### config.mk
export PLATFORM = sky130hd
export DESIGN_NAME = pm_stream_mux
export DESIGN_NICKNAME = d
export VERILOG_FILES = /design/src/rtl/pm_pkg.sv /design/src/rtl/pm_rr_arbiter.sv /design/src/rtl/pm_stream_mux.sv
export SDC_FILE = /design/constraint.sdc
export NUM_CORES = 1
export LEC_CHECK = 0
export ABC_AREA = 1
export CAP_MARGIN = 20
export CORE_MARGIN = 2
export CORE_UTILIZATION = 50
export CTS_CLUSTER_DIAMETER = 50
export CTS_CLUSTER_SIZE = 28
export DETAILED_ROUTE_END_ITERATION = 10
export DONT_BUFFER_PORTS = 1
export PLACE_DENSITY_LB_ADDON = 0.25
export SYNTH_ARGS = -nofsm -noshare
export SYNTH_HDL_FRONTEND = slang
export SYNTH_SLANG_ARGS = --single-unit
### constraint.sdc
create_clock -name clk_i -period 2.2 [get_ports clk_i]
set_input_delay 0.22 -clock clk_i [delete_from_list [all_inputs] [get_ports clk_i]]
set_output_delay 0.22 -clock clk_i [all_outputs]
set_load 0.02 [all_outputs]
### src/rtl/pm_pkg.sv
// Shared types and helpers for the pm_stream_mux streaming multiplexer.
package pm_pkg;

  typedef enum logic {MODE_FIXED = 1'b0, MODE_RR = 1'b1} pm_mode_e;

  // Select width never collapses to zero, so a single channel still gets a 1-bit index.
  function automatic int pm_sel_w(input int n);
    return (n > 1) ? $clog2(n) : 1;
  endfunction

endpackage

### src/rtl/pm_rr_arbiter.sv
// Round-robin arbiter: grants the first requester at or after ptr_i, wrapping past N-1.
module pm_rr_arbiter
  import pm_pkg::*;
#(
  parameter int N = 4,
  localparam int SW = pm_sel_w(N)
) (
  input  logic [N-1:0]  req_i,
  input  logic [SW-1:0] ptr_i,
  output logic [N-1:0]  grant_o,
  output logic [SW-1:0] gnt_idx_o,
  output logic          any_o
);

  logic [2*N-1:0] reqDbl;
  logic [2*N-1:0] maskDbl;
  logic [2*N-1:0] masked;
  logic           found;

  // Doubling the request vector lets one low-to-high scan starting at ptr cover the wrap.
  always_comb begin
    reqDbl  = {req_i, req_i};
    maskDbl = '0;
    for (int j = 0; j < 2 * N; j++) begin
      maskDbl[j] = (j >= int'(ptr_i));
    end
    masked = reqDbl & maskDbl;
  end

  always_comb begin
    grant_o   = '0;
    gnt_idx_o = '0;
    found     = 1'b0;
    for (int j = 0; j < 2 * N; j++) begin
      if (masked[j] && !found) begin
        found          = 1'b1;
        grant_o[j % N] = 1'b1;
        gnt_idx_o      = SW'(j % N);
      end
    end
    any_o = found;
  end

endmodule

### src/rtl/pm_stream_mux.sv
// N-channel valid/ready stream multiplexer with fixed-select or round-robin arbitration
// and a single registered output stage.
module pm_stream_mux
  import pm_pkg::*;
#(
  parameter int N = 4,
  parameter int W = 8,
  localparam int SW = pm_sel_w(N)
) (
  input  logic          clk_i,
  input  logic          rst_i,
  input  logic [N*W-1:0] in_data_i,
  input  logic [N-1:0]  in_valid_i,
  output logic [N-1:0]  in_ready_o,
  input  logic          mode_i,
  input  logic [SW-1:0] sel_i,
  output logic [W-1:0]  out_data_o,
  output logic [SW-1:0] out_ch_o,
  output logic          out_valid_o,
  input  logic          out_ready_i,
  output logic          sel_err_o
);

  logic [N-1:0]  rrGrant, grant;
  logic [SW-1:0] rrIdx, grantIdx, selIdx;
  logic          rrAny, anyGrant, selOk, load, xfer;

  logic          outValid_q, outValid_d;
  logic [W-1:0]  outData_q, outData_d;
  logic [SW-1:0] outCh_q, outCh_d;
  logic [SW-1:0] ptr_q, ptr_d;
  logic          selErr_q, selErr_d;

  pm_rr_arbiter #(.N(N)) uArb (
    .req_i     (in_valid_i),
    .ptr_i     (ptr_q),
    .grant_o   (rrGrant),
    .gnt_idx_o (rrIdx),
    .any_o     (rrAny)
  );

  // A single channel ignores sel entirely and is always in range.
  assign selIdx = (N == 1) ? '0 : sel_i;
  assign selOk  = (N == 1) || (int'(sel_i) < N);

  always_comb begin
    grant    = '0;
    grantIdx = '0;
    anyGrant = 1'b0;
    if (mode_i == MODE_RR) begin
      grant    = rrGrant;
      grantIdx = rrIdx;
      anyGrant = rrAny;
    end else if (selOk) begin
      grant[selIdx] = in_valid_i[selIdx];
      grantIdx      = selIdx;
      anyGrant      = in_valid_i[selIdx];
    end
  end

  assign load       = ~outValid_q | out_ready_i;
  assign in_ready_o = grant & {N{load & ~rst_i}};
  assign xfer       = anyGrant & load & ~rst_i;

  always_comb begin
    outValid_d = outValid_q;
    outData_d  = outData_q;
    outCh_d    = outCh_q;
    ptr_d      = ptr_q;
    if (xfer) begin
      outValid_d = 1'b1;
      outData_d  = in_data_i[int'(grantIdx) * W +: W];
      outCh_d    = grantIdx;
      if (mode_i == MODE_RR) begin
        ptr_d = (int'(grantIdx) == N - 1) ? '0 : grantIdx + SW'(1);
      end
    end else if (out_ready_i) begin
      outValid_d = 1'b0;
    end
    selErr_d = (N > 1) && (mode_i == MODE_FIXED) && !selOk;
  end

  always_ff @(posedge clk_i) begin
    if (rst_i) begin
      outValid_q <= 1'b0;
      outData_q  <= '0;
      outCh_q    <= '0;
      ptr_q      <= '0;
      selErr_q   <= 1'b0;
    end else begin
      outValid_q <= outValid_d;
      outData_q  <= outData_d;
      outCh_q    <= outCh_d;
      ptr_q      <= ptr_d;
      selErr_q   <= selErr_d;
    end
  end

  assign out_valid_o = outValid_q;
  assign out_data_o  = outData_q;
  assign out_ch_o    = outCh_q;
  assign sel_err_o   = selErr_q;

endmodule

; ---- Yosys cells after proc, flatten, opt, wreduce, memory -nomap -nowiden
; Index checks and enable logic that the tools add are counted.
[op_classes]
shift = 1
mux = 32
n_eq_ne = 1
order_cmp = 5
reduce_logical = 17
add_sub_neg = 1
bitwise_logic = 9
[op_table]
columns = cell, n
row1 = indexed part select 32 x 6 -> 8 bit, 1
row2 = two-way mux 1 bit, 21
row3 = two-way mux 2 bit, 8
row4 = bitwise AND 4 bit, 2
row5 = bitwise AND 8 bit, 1
row6 = logical AND 1 bit, 8
row7 = logical NOT 1 bit, 7
row8 = >= comparator 1 x 2 -> 1 bit (first input constant), 2
row9 = two-way mux 4 bit, 1
row10 = bitwise AND 1 bit, 3
row11 = less-than comparator 2 x 3 -> 1 bit (second input constant), 1
row12 = adder 2 x 1 -> 2 bit (second input constant), 1
row13 = binary-select mux 1 bit (select 2 bit), 1
row14 = demux 1 bit (select 2 bit), 1
row15 = equality test 2 x 1 -> 1 bit (second input constant), 1
row16 = >= comparator 2 x 1 -> 1 bit (second input constant), 1
row17 = >= comparator 2 bit (first input constant), 1
row18 = NOT 1 bit, 2
row19 = AND reduction 2 bit, 1
row20 = nonzero test 2 bit, 1
row21 = bitwise OR 1 bit, 1
[word_totals]
out_inout_bits = 16
in_bits = 42
regBits = 13
elab_cells = 70

; ---- Longest topological paths before layout
; Gate-level depths: netlist of run 1.
[logic_depth]
ltp_word = 28
depth_mapped = 14
depth_no_buf = 13

; ---- Modules after synthesis
; From an unflattened synthesis of run 1, not the netlist that was laid out.
[hier_totals]
cells_unflattened = 244
area_unflattened_um2 = 1365.1
[modules_own_cells]
columns = mod, seq_area_each_um2, n_inst, cells_each, area_each_um2
row1 = pm_stream_mux, 260.2, 1, 213, 1221.2
row2 = pm_rr_arbiter, 0.0, 1, 31, 143.9

; ---- Worst setup path after synthesis of run 1
; OpenSTA, ideal clock, no wires.
[synth_timing]
kind = reg-to-output
startpoint = register ptr_q[1]
endpoint = output in_ready_o[0]
setup_slack_ns = 0.657
path_stages_with_launch = 7
required_time_ns = 1.980
path_buffers = 0
arrival_ns = 1.323
cell_sequence = dfxtp_1 > nand2_1 > nand2_1 > nand2_2 > nor2_4 > o21ai_0 > a211oi_1
[synth_between]
elab_chain_len = 17
elab_cells_between_ends = 19
cone_classes = order compare: 3 / mux: 6 / bitwise: 2 / reduce/logical: 8
[synth_rtl]
columns = element, line
row1 = start: declaration, pm_stream_mux.sv:31  ; logic [SW-1:0] ptr_q, ptr_d;
row2 = start signal: assignment, pm_stream_mux.sv:94  ; ptr_q <= ptr_d;
row3 = >= comparator 1 x 2 -> 1 bit, pm_rr_arbiter.sv:25  ; maskDbl[j] = (j >= int'(ptr_i));
row4 = bitwise AND 8 bit (*), pm_rr_arbiter.sv:27  ; masked = reqDbl & maskDbl;
row5 = two-way mux 1 bit, pm_rr_arbiter.sv:35  ; if (masked[j] && !found) begin
row6 = logical NOT 1 bit, pm_rr_arbiter.sv:35
row7 = logical AND 1 bit, pm_rr_arbiter.sv:35
row8 = two-way mux 1 bit, pm_rr_arbiter.sv:35
row9 = logical NOT 1 bit, pm_rr_arbiter.sv:35
row10 = logical AND 1 bit, pm_rr_arbiter.sv:35
row11 = two-way mux 1 bit, pm_rr_arbiter.sv:35
row12 = logical NOT 1 bit, pm_rr_arbiter.sv:35
row13 = logical AND 1 bit, pm_rr_arbiter.sv:35
row14 = two-way mux 1 bit, pm_rr_arbiter.sv:35
row15 = logical NOT 1 bit, pm_rr_arbiter.sv:35
row16 = logical AND 1 bit, pm_rr_arbiter.sv:35
row17 = two-way mux 1 bit (*), pm_rr_arbiter.sv:35
row18 = two-way mux 4 bit (*), pm_stream_mux.sv:50  ; if (mode_i == MODE_RR) begin
row19 = bitwise AND 4 bit (*), pm_stream_mux.sv:62  ; assign in_ready_o = grant & {N{load & ~rst_i}};
row20 = end: declaration, pm_stream_mux.sv:14  ; output logic [N-1:0] in_ready_o,
; Mark *: on every way between the ends. The rest lies on a longest branch, timed or not.

; ---- Final worst setup path of run 1
[layout_timing]
startpoint = register ptr_q[0]
endpoint = output in_ready_o[2]
[layout_between]
elab_chain_len = 23
elab_cells_between_ends = 26
cone_classes = order compare: 3 / mux: 9 / bitwise: 2 / reduce/logical: 12
[layout_rtl]
columns = element, line
row1 = >= comparator 1 x 2 -> 1 bit, pm_rr_arbiter.sv:25
row2 = bitwise AND 8 bit (*), pm_rr_arbiter.sv:27
row3 = two-way mux 1 bit, pm_rr_arbiter.sv:35
row4 = logical NOT 1 bit, pm_rr_arbiter.sv:35
row5 = logical AND 1 bit, pm_rr_arbiter.sv:35
row6 = two-way mux 1 bit, pm_rr_arbiter.sv:35
row7 = logical NOT 1 bit, pm_rr_arbiter.sv:35
row8 = logical AND 1 bit, pm_rr_arbiter.sv:35
row9 = [... 7 more ...], -
row10 = logical NOT 1 bit, pm_rr_arbiter.sv:35
row11 = logical AND 1 bit, pm_rr_arbiter.sv:35
row12 = two-way mux 1 bit, pm_rr_arbiter.sv:35
row13 = logical NOT 1 bit, pm_rr_arbiter.sv:35
row14 = logical AND 1 bit, pm_rr_arbiter.sv:35
row15 = two-way mux 1 bit (*), pm_rr_arbiter.sv:35
row16 = two-way mux 4 bit (*), pm_stream_mux.sv:50
row17 = bitwise AND 4 bit (*), pm_stream_mux.sv:62
; Marked as above.

==> impl_metrics.json, run 1 <==
{
  "status": "finished clean",
  "synth_cell_types": 29,
  "tns_ns": 0,
  "synth_top_family_by_area": "simple AND/OR/NAND/NOR gates",
  "power.leakage_nw": 0.583,
  "finalHoldViolCount": 0,
  "synthTopCellsByArea": "dfxtp_1 (24%), nand2_1 (21%), nor2_1 (11%)",
  "portBuffers": 0,
  "numCtsBuffers": 3,
  "wirelength_microns": 2660,
  "worstPathArrival_ns": 1.74,
  "grt_setup_unrepaired": "false",
  "fin_nets": 235,
  "vias": 1114,
  "antenna_found_initial": 0,
  "timing.max_cap.violations": 0,
  "gr-total-overflow": 0,
  "clock_sinks": 13,
  "drcViolationCount": 0,
  "tightestPinTransition_ns": 0.508,
  "yosysSeqAreaShare_pct": 23.7,
  "grt_pass1_wl_microns": 4220,
  "cts_tree": "done",
  "ys_async_sr_fraction_pct": 0,
  "synth_xor_area_share_pct": 0,
  "clkTransAtPathRegs_ns": 0.08,
  "slew_headroom_pct": 66.0,
  "crit_path_cell_trace": "nor2_1, nand2_1, nand2_2, nor2_4, nand3_2, nand3_2, nand2_4, nand3_1, inv_1",
  "finalCritPeriodShare_pct": 89.0,
  "die_y_microns": 50.8,
  "ant_nets": 0,
  "diodes": 0,
  "synth_mux_area_share_pct": 0,
  "worstSetupPathType": "reg -> out",
  "synth_most_common_cell": "nand2_1",
  "avgSynthCellArea_sq_um": 5.72,
  "gp_congestion": 0.871,
  "cts_buffer_depth": 2,
  "coreArea_sq_um": 2020,
  "grt_max_degree": 22,
  "hold_path_class": "in -> reg",
  "layout-drive-gt1-share_pct": 13.0,
  "dp.cells": 213,
  "firstDrtPassIters": 4,
  "wl_met3_microns": 286,
  "io_pins": 58,
  "setup_viol": 0,
  "yosys-top-cells-count": "nand2_1 (62), nor2_1 (33), nand3_1 (18)",
  "skew_ns": 0.00872,
  "grtUsageTotal_pct": 21.0,
  "synthFlopType": "dfxtp_1",
  "max-vdd-ir-drop_v": 0.000371,
  "cp_slowest_cell": "dfxtp_1",
  "netlist_instances": 192,
  "cpMostUsedCell": "nand3_2",
  "worstPathRequired_ns": 1.98,
  "yosys.area_share.simple_pct": 52.1,
  "via_per_inst": 5.09,
  "ys_ff_latch": 13,
  "ctsRootBufferMaster": "clkbuf_4",
  "synth_area_sq_um": 1100,
  "yosysWarnings": 0,
  "fmax_ghz": 0.511,
  "wl_per_cell_microns": 12.2,
  "worstSkewPairLatency_ns": 0.28,
  "power_density_nw_per_um2": 560,
  "met2RoutedLength_microns": 1140,
  "hpwl_microns": 2110,
  "drt_iter0_markers": 37,
  "synth_fa_ha_area_share_pct": 0,
  "area_growth_pct": 4.11,
  "initial_core_util_pct": 54.3,
  "slew_violations": 0,
  "synth_nets": 234,
  "synth_top_area_cell": "dfxtp_1",
  "grt_pass1_vias": 1009,
  "endpoint_kind": "output port",
  "startpoint_type": "register",
  "die-width_microns": 50.8,
  "top_layer": "met4",
  "cp_slowest_stage_delay_ns": 0.33,
  "yosys.area.top_type_share_pct": 23.7,
  "dieArea_sq_um": 2590,
  "wl_met1_microns": 1230,
  "synth_enable_flop_cells": 0,
  "fin_cells": 219,
  "core.rowCount": 16,
  "cp_max_fo": 21,
  "cts_max_level": 1,
  "finalCriticalPeriod_ns": 1.96,
  "synth_compound_area_share_pct": 11.4
}
worst max-delay path, delay by kind of cell, from the launching register on:
kind | cells | cell delay [ns]
and+or+nand+nor | 8 | 0.95
buffers and inverters | 1 | 0.17
DFF | 1 | 0.33
what timing repair did:
action / in CTS / in global routing
endpoints found under the setup margin: 0 / 1
gates resized for setup: 0 / 1
endpoints found under the hold margin: 1 / 1
hold buffers: 1 / 1
setup buffers: 0 / 0
cell families after synthesis:
kind of cell           Yosys count
AOI/OAI and AO/OA               19
DFF                             13
other                            1
buffers and inverters           30
and+or+nand+nor                129
cell type report:
class | instances | area (sq um)
repair buffers | 3 | 27.5
inverters | 23 | 88.8
multi-input cells | 149 | 706
fillers | 215 | 880
flip-flops and latches | 13 | 260
clock buffers | 4 | 26.3
well taps | 27 | 33.8
stage by stage:
stage	hold slack (ns)	power [W]	instance area (sq um)	worst slack (ns)	utilization (%)
finish	0.0842	0.000640	1140	0.242	56.5
global route	0.0830	0.000690	1140	0.0268	56.5
CTS	0.00555	0.000643	1130	0.150	55.8
detailed placement	0.295	0.000494	1090	0.382	54.0
global placement	0.290	0.000489	1090	0.445	54.0
floorplan	0.395	0.000477	1100	0.657	-
final timing paths:
check                                            from                    endpoint  slack (ns)  depth (start not counted)
worst max-delay path            ptr_q[0]$_SDFFE_PP0P_               in_ready_o[2]        0.24                          9
worst min register to register  ptr_q[0]$_SDFFE_PP0P_       ptr_q[0]$_SDFFE_PP0P_        0.50                          2
worst max register to register  ptr_q[1]$_SDFFE_PP0P_  out_data_o[3]$_SDFFE_PP0P_        0.46                         12
worst min-delay path                            rst_i  out_data_o[6]$_SDFFE_PP0P_        0.08                          3
registers in the layout, summed over array words and instances (netlist names):
name and cells:
out_ch_o 2, out_data_o 8, out_valid_o 1, ptr_q 2
power by group:
| group | switching [W] | total (W) | internal [W] |
|---|---|---|---|
| combinational | 0.000128 | 0.000195 | 0.0000670 |
| sequential | 0.0000402 | 0.000299 | 0.000258 |
| clock | 0.0000755 | 0.000146 | 0.0000703 |
layout by cell type, fill, tap and decap left out, drive strengths merged:
master       instances
buf                  1
nand3               20
dlygate4sd3          2
inv                 23
o21ai                7
a211oi               1
conb                 1
nand4                4
nand3b               2
o31ai                1
a31oi                1
nor3                 1
dfxtp               13
nand2               66
clkbuf               4
a21oi                9
nor2                36
metal layers:
metal  GRT usage, %  vias to the layer above
met5              0                        -
met4           3.15                        0
met3           9.36                        2
met2           32.7                       37
met1           27.3                      476
li1               -                      599
(Power assumes the default switching activity.)
==> run 2, diff against run 1 <==
--- a/config.mk
+++ b/config.mk
@@ -8,7 +8,7 @@
 export ABC_AREA = 1
 export CAP_MARGIN = 20
 export CORE_MARGIN = 2
-export CORE_UTILIZATION = 50
+export CORE_UTILIZATION = 40
 export CTS_CLUSTER_DIAMETER = 50
 export CTS_CLUSTER_SIZE = 28
 export DETAILED_ROUTE_END_ITERATION = 10
==> impl_metrics.json, run 2 (synthesis results as in run 1) <==
{
  "setup_viol": 0,
  "grt_max_degree": 22,
  "multi_input_area_sq_um": 706,
  "final_common_cell": "nand2_1",
  "reg2reg_depth": 12,
  "worstPathRequired_ns": 1.98,
  "regArea_sq_um": 260,
  "finalHoldViolCount": 0,
  "skew_ns": 0.00452,
  "portBuffers": 0,
  "dieArea_sq_um": 3180,
  "layout-drive-gt1-share_pct": 13.1,
  "gp_congestion": 0.901,
  "worstPathArrival_ns": 1.77,
  "hold_path_class": "in -> reg",
  "clock_sinks": 13,
  "via_per_inst": 5.20,
  "cts_max_level": 1,
  "wirelength_microns": 2900,
  "finalCritPeriodShare_pct": 90.7,
  "slew_headroom_pct": 66.2,
  "grtUsageTotal_pct": 18.7,
  "firstDrtPassIters": 4,
  "layout_common_cells": "nand2_1 (62), nor2_1 (33), nand3_1 (18)",
  "r2r_slack_ns": 0.44,
  "gr-total-overflow": 0,
  "coreArea_sq_um": 2540,
  "fin_nets": 234,
  "initial_core_util_pct": 43.1,
  "largest_reg_flops": 8,
  "status": "finished clean",
  "antenna_found_initial": 0,
  "whs_ns": 0.0806,
  "clkTransAtPathRegs_ns": 0.08,
  "endpoint_kind": "output port",
  "vias": 1149,
  "dpl_cell_area_sq_um": 1090,
  "cp_slowest_cell": "dfxtp_1",
  "max-vdd-ir-drop_v": 0.000308,
  "power_density_nw_per_um2": 565,
  "slew_violations": 0,
  "io_pins": 58,
  "ant_nets": 0,
  "timing.max_cap.violations": 0,
  "crit_path_cell_trace": "nand2_1, nand2_1, nand2_2, nor2_4, nand4_1, a21oi_2, nand3_1, inv_1",
  "tns_ns": 0,
  "r2r_end": "out_data_o[3]$_SDFFE_PP0P_",
  "diodes": 0,
  "min_path_cells": 3,
  "area_growth_pct": 3.53,
  "ctsRootBufferMaster": "clkbuf_4",
  "core.rowCount": 18,
  "grt_pass1_wl_microns": 4700,
  "total_power_w": 0.000642,
  "r2r-start": "ptr_q[1]$_SDFFE_PP0P_",
  "tightestPinTransition_ns": 0.505,
  "final_area_sq_um": 1140,
  "cts_buffer_depth": 2,
  "drcViolationCount": 0,
  "cpMostUsedCell": "nand2_1",
  "numCtsBuffers": 3,
  "worstSetupPathType": "reg -> out",
  "die_y_microns": 56.4,
  "drt_iter0_markers": 26,
  "fmax_ghz": 0.501,
  "grt_pass1_vias": 1036,
  "power.leakage_nw": 0.579,
  "cp_max_fo": 5,
  "holdPathEnd": "out_data_o[1]$_SDFFE_PP0P_",
  "wl_per_cell_microns": 13.1,
  "die-width_microns": 56.4,
  "n_fill_cell": 283,
  "grt_setup_unrepaired": "false",
  "hpwl_microns": 2290,
  "worstSkewPairLatency_ns": 0.28,
  "cp_slowest_stage_delay_ns": 0.37,
  "cts_tree": "done",
  "startpoint_type": "register",
  "hold_path_startpoint": "rst_i",
  "finalCriticalPeriod_ns": 1.99
}
## run 2: layer usage
layer,vias to the layer above,track usage (%),routed length [microns]
met3,4,8.53,290
met1,502,24.0,1260
met4,0,5.78,31
li1,601,-,-
met2,42,28.1,1320
met5,-,0,0
## run 2: power breakdown
part / total [W] / switching (W) / internal [W] / leakage [nW]
Combinational: 0.000194 / 0.000129 / 0.0000657 / 0.457
Clock: 0.000149 / 0.0000786 / 0.0000704 / 0.0150
Sequential: 0.000299 / 0.0000405 / 0.000258 / 0.107
Total: 0.000642 / 0.000248 / 0.000395 / 0.579
## run 2: how the worst max path moves through the flow
stage	from	cells past startpoint	to	slack, ns
2_1_floorplan	ptr_q[1]$_SDFFE_PP0P_	6	in_ready_o[0]	0.66
3_3_place_gp	ptr_q[1]$_SDFFE_PP0P_	12	out_data_o[6]$_SDFFE_PP0P_	0.40
3_5_place_dp	ptr_q[1]$_SDFFE_PP0P_	12	out_data_o[3]$_SDFFE_PP0P_	0.33
4_1_cts	ptr_q[1]$_SDFFE_PP0P_	9	in_ready_o[2]	0.11
5_1_grt	ptr_q[0]$_SDFFE_PP0P_	9	in_ready_o[2]	0.01
6_report	ptr_q[1]$_SDFFE_PP0P_	8	in_ready_o[2]	0.21
## run 2: final cells by class
type / count / share of cell area [%]
multi-input combinational: 149 / 62.1
sequential: 13 / 22.9
inverter: 23 / 7.82
tap: 30 / 3.30
clock buffer: 4 / 2.31
timing repair buffer: 2 / 1.54
## run 2: what timing repair did
item,CTS,global route
gates resized for setup,0,1
hold endpoints to repair,2,0
endpoints found under the setup margin,0,1
buffers inserted,0,0
hold buffers,1,0
## run 2: through the flow
stage / setup WS [ns] / utilization (%) / cells
after floorplan: 0.657 / - / 192
after global placement: 0.399 / 43.0 / 216
after detailed placement: 0.331 / 43.0 / 216
after CTS: 0.105 / 44.4 / 221
after global routing: 0.0128 / 44.6 / 221
final: 0.205 / 44.6 / 221
## run 2: critical path, delay by kind of cell, from the launching register on
family                 cells  cell delay [ns]
buffers and inverters      1             0.18
AO/OA/AOI/OAI              1             0.28
flip-flops                 1             0.37
AND/OR/NAND/NOR            6             0.68
==> run 3, diff against run 2 <==
--- a/config.mk
+++ b/config.mk
@@ -6,7 +6,7 @@
 export NUM_CORES = 1
 export LEC_CHECK = 0
 export ABC_AREA = 1
-export CAP_MARGIN = 20
+export CAP_MARGIN = 30
 export CORE_MARGIN = 2
 export CORE_UTILIZATION = 40
 export CTS_CLUSTER_DIAMETER = 50
==> results of run 3 <==
The final DEF is identical to that of run 2; final timing and power are the same.
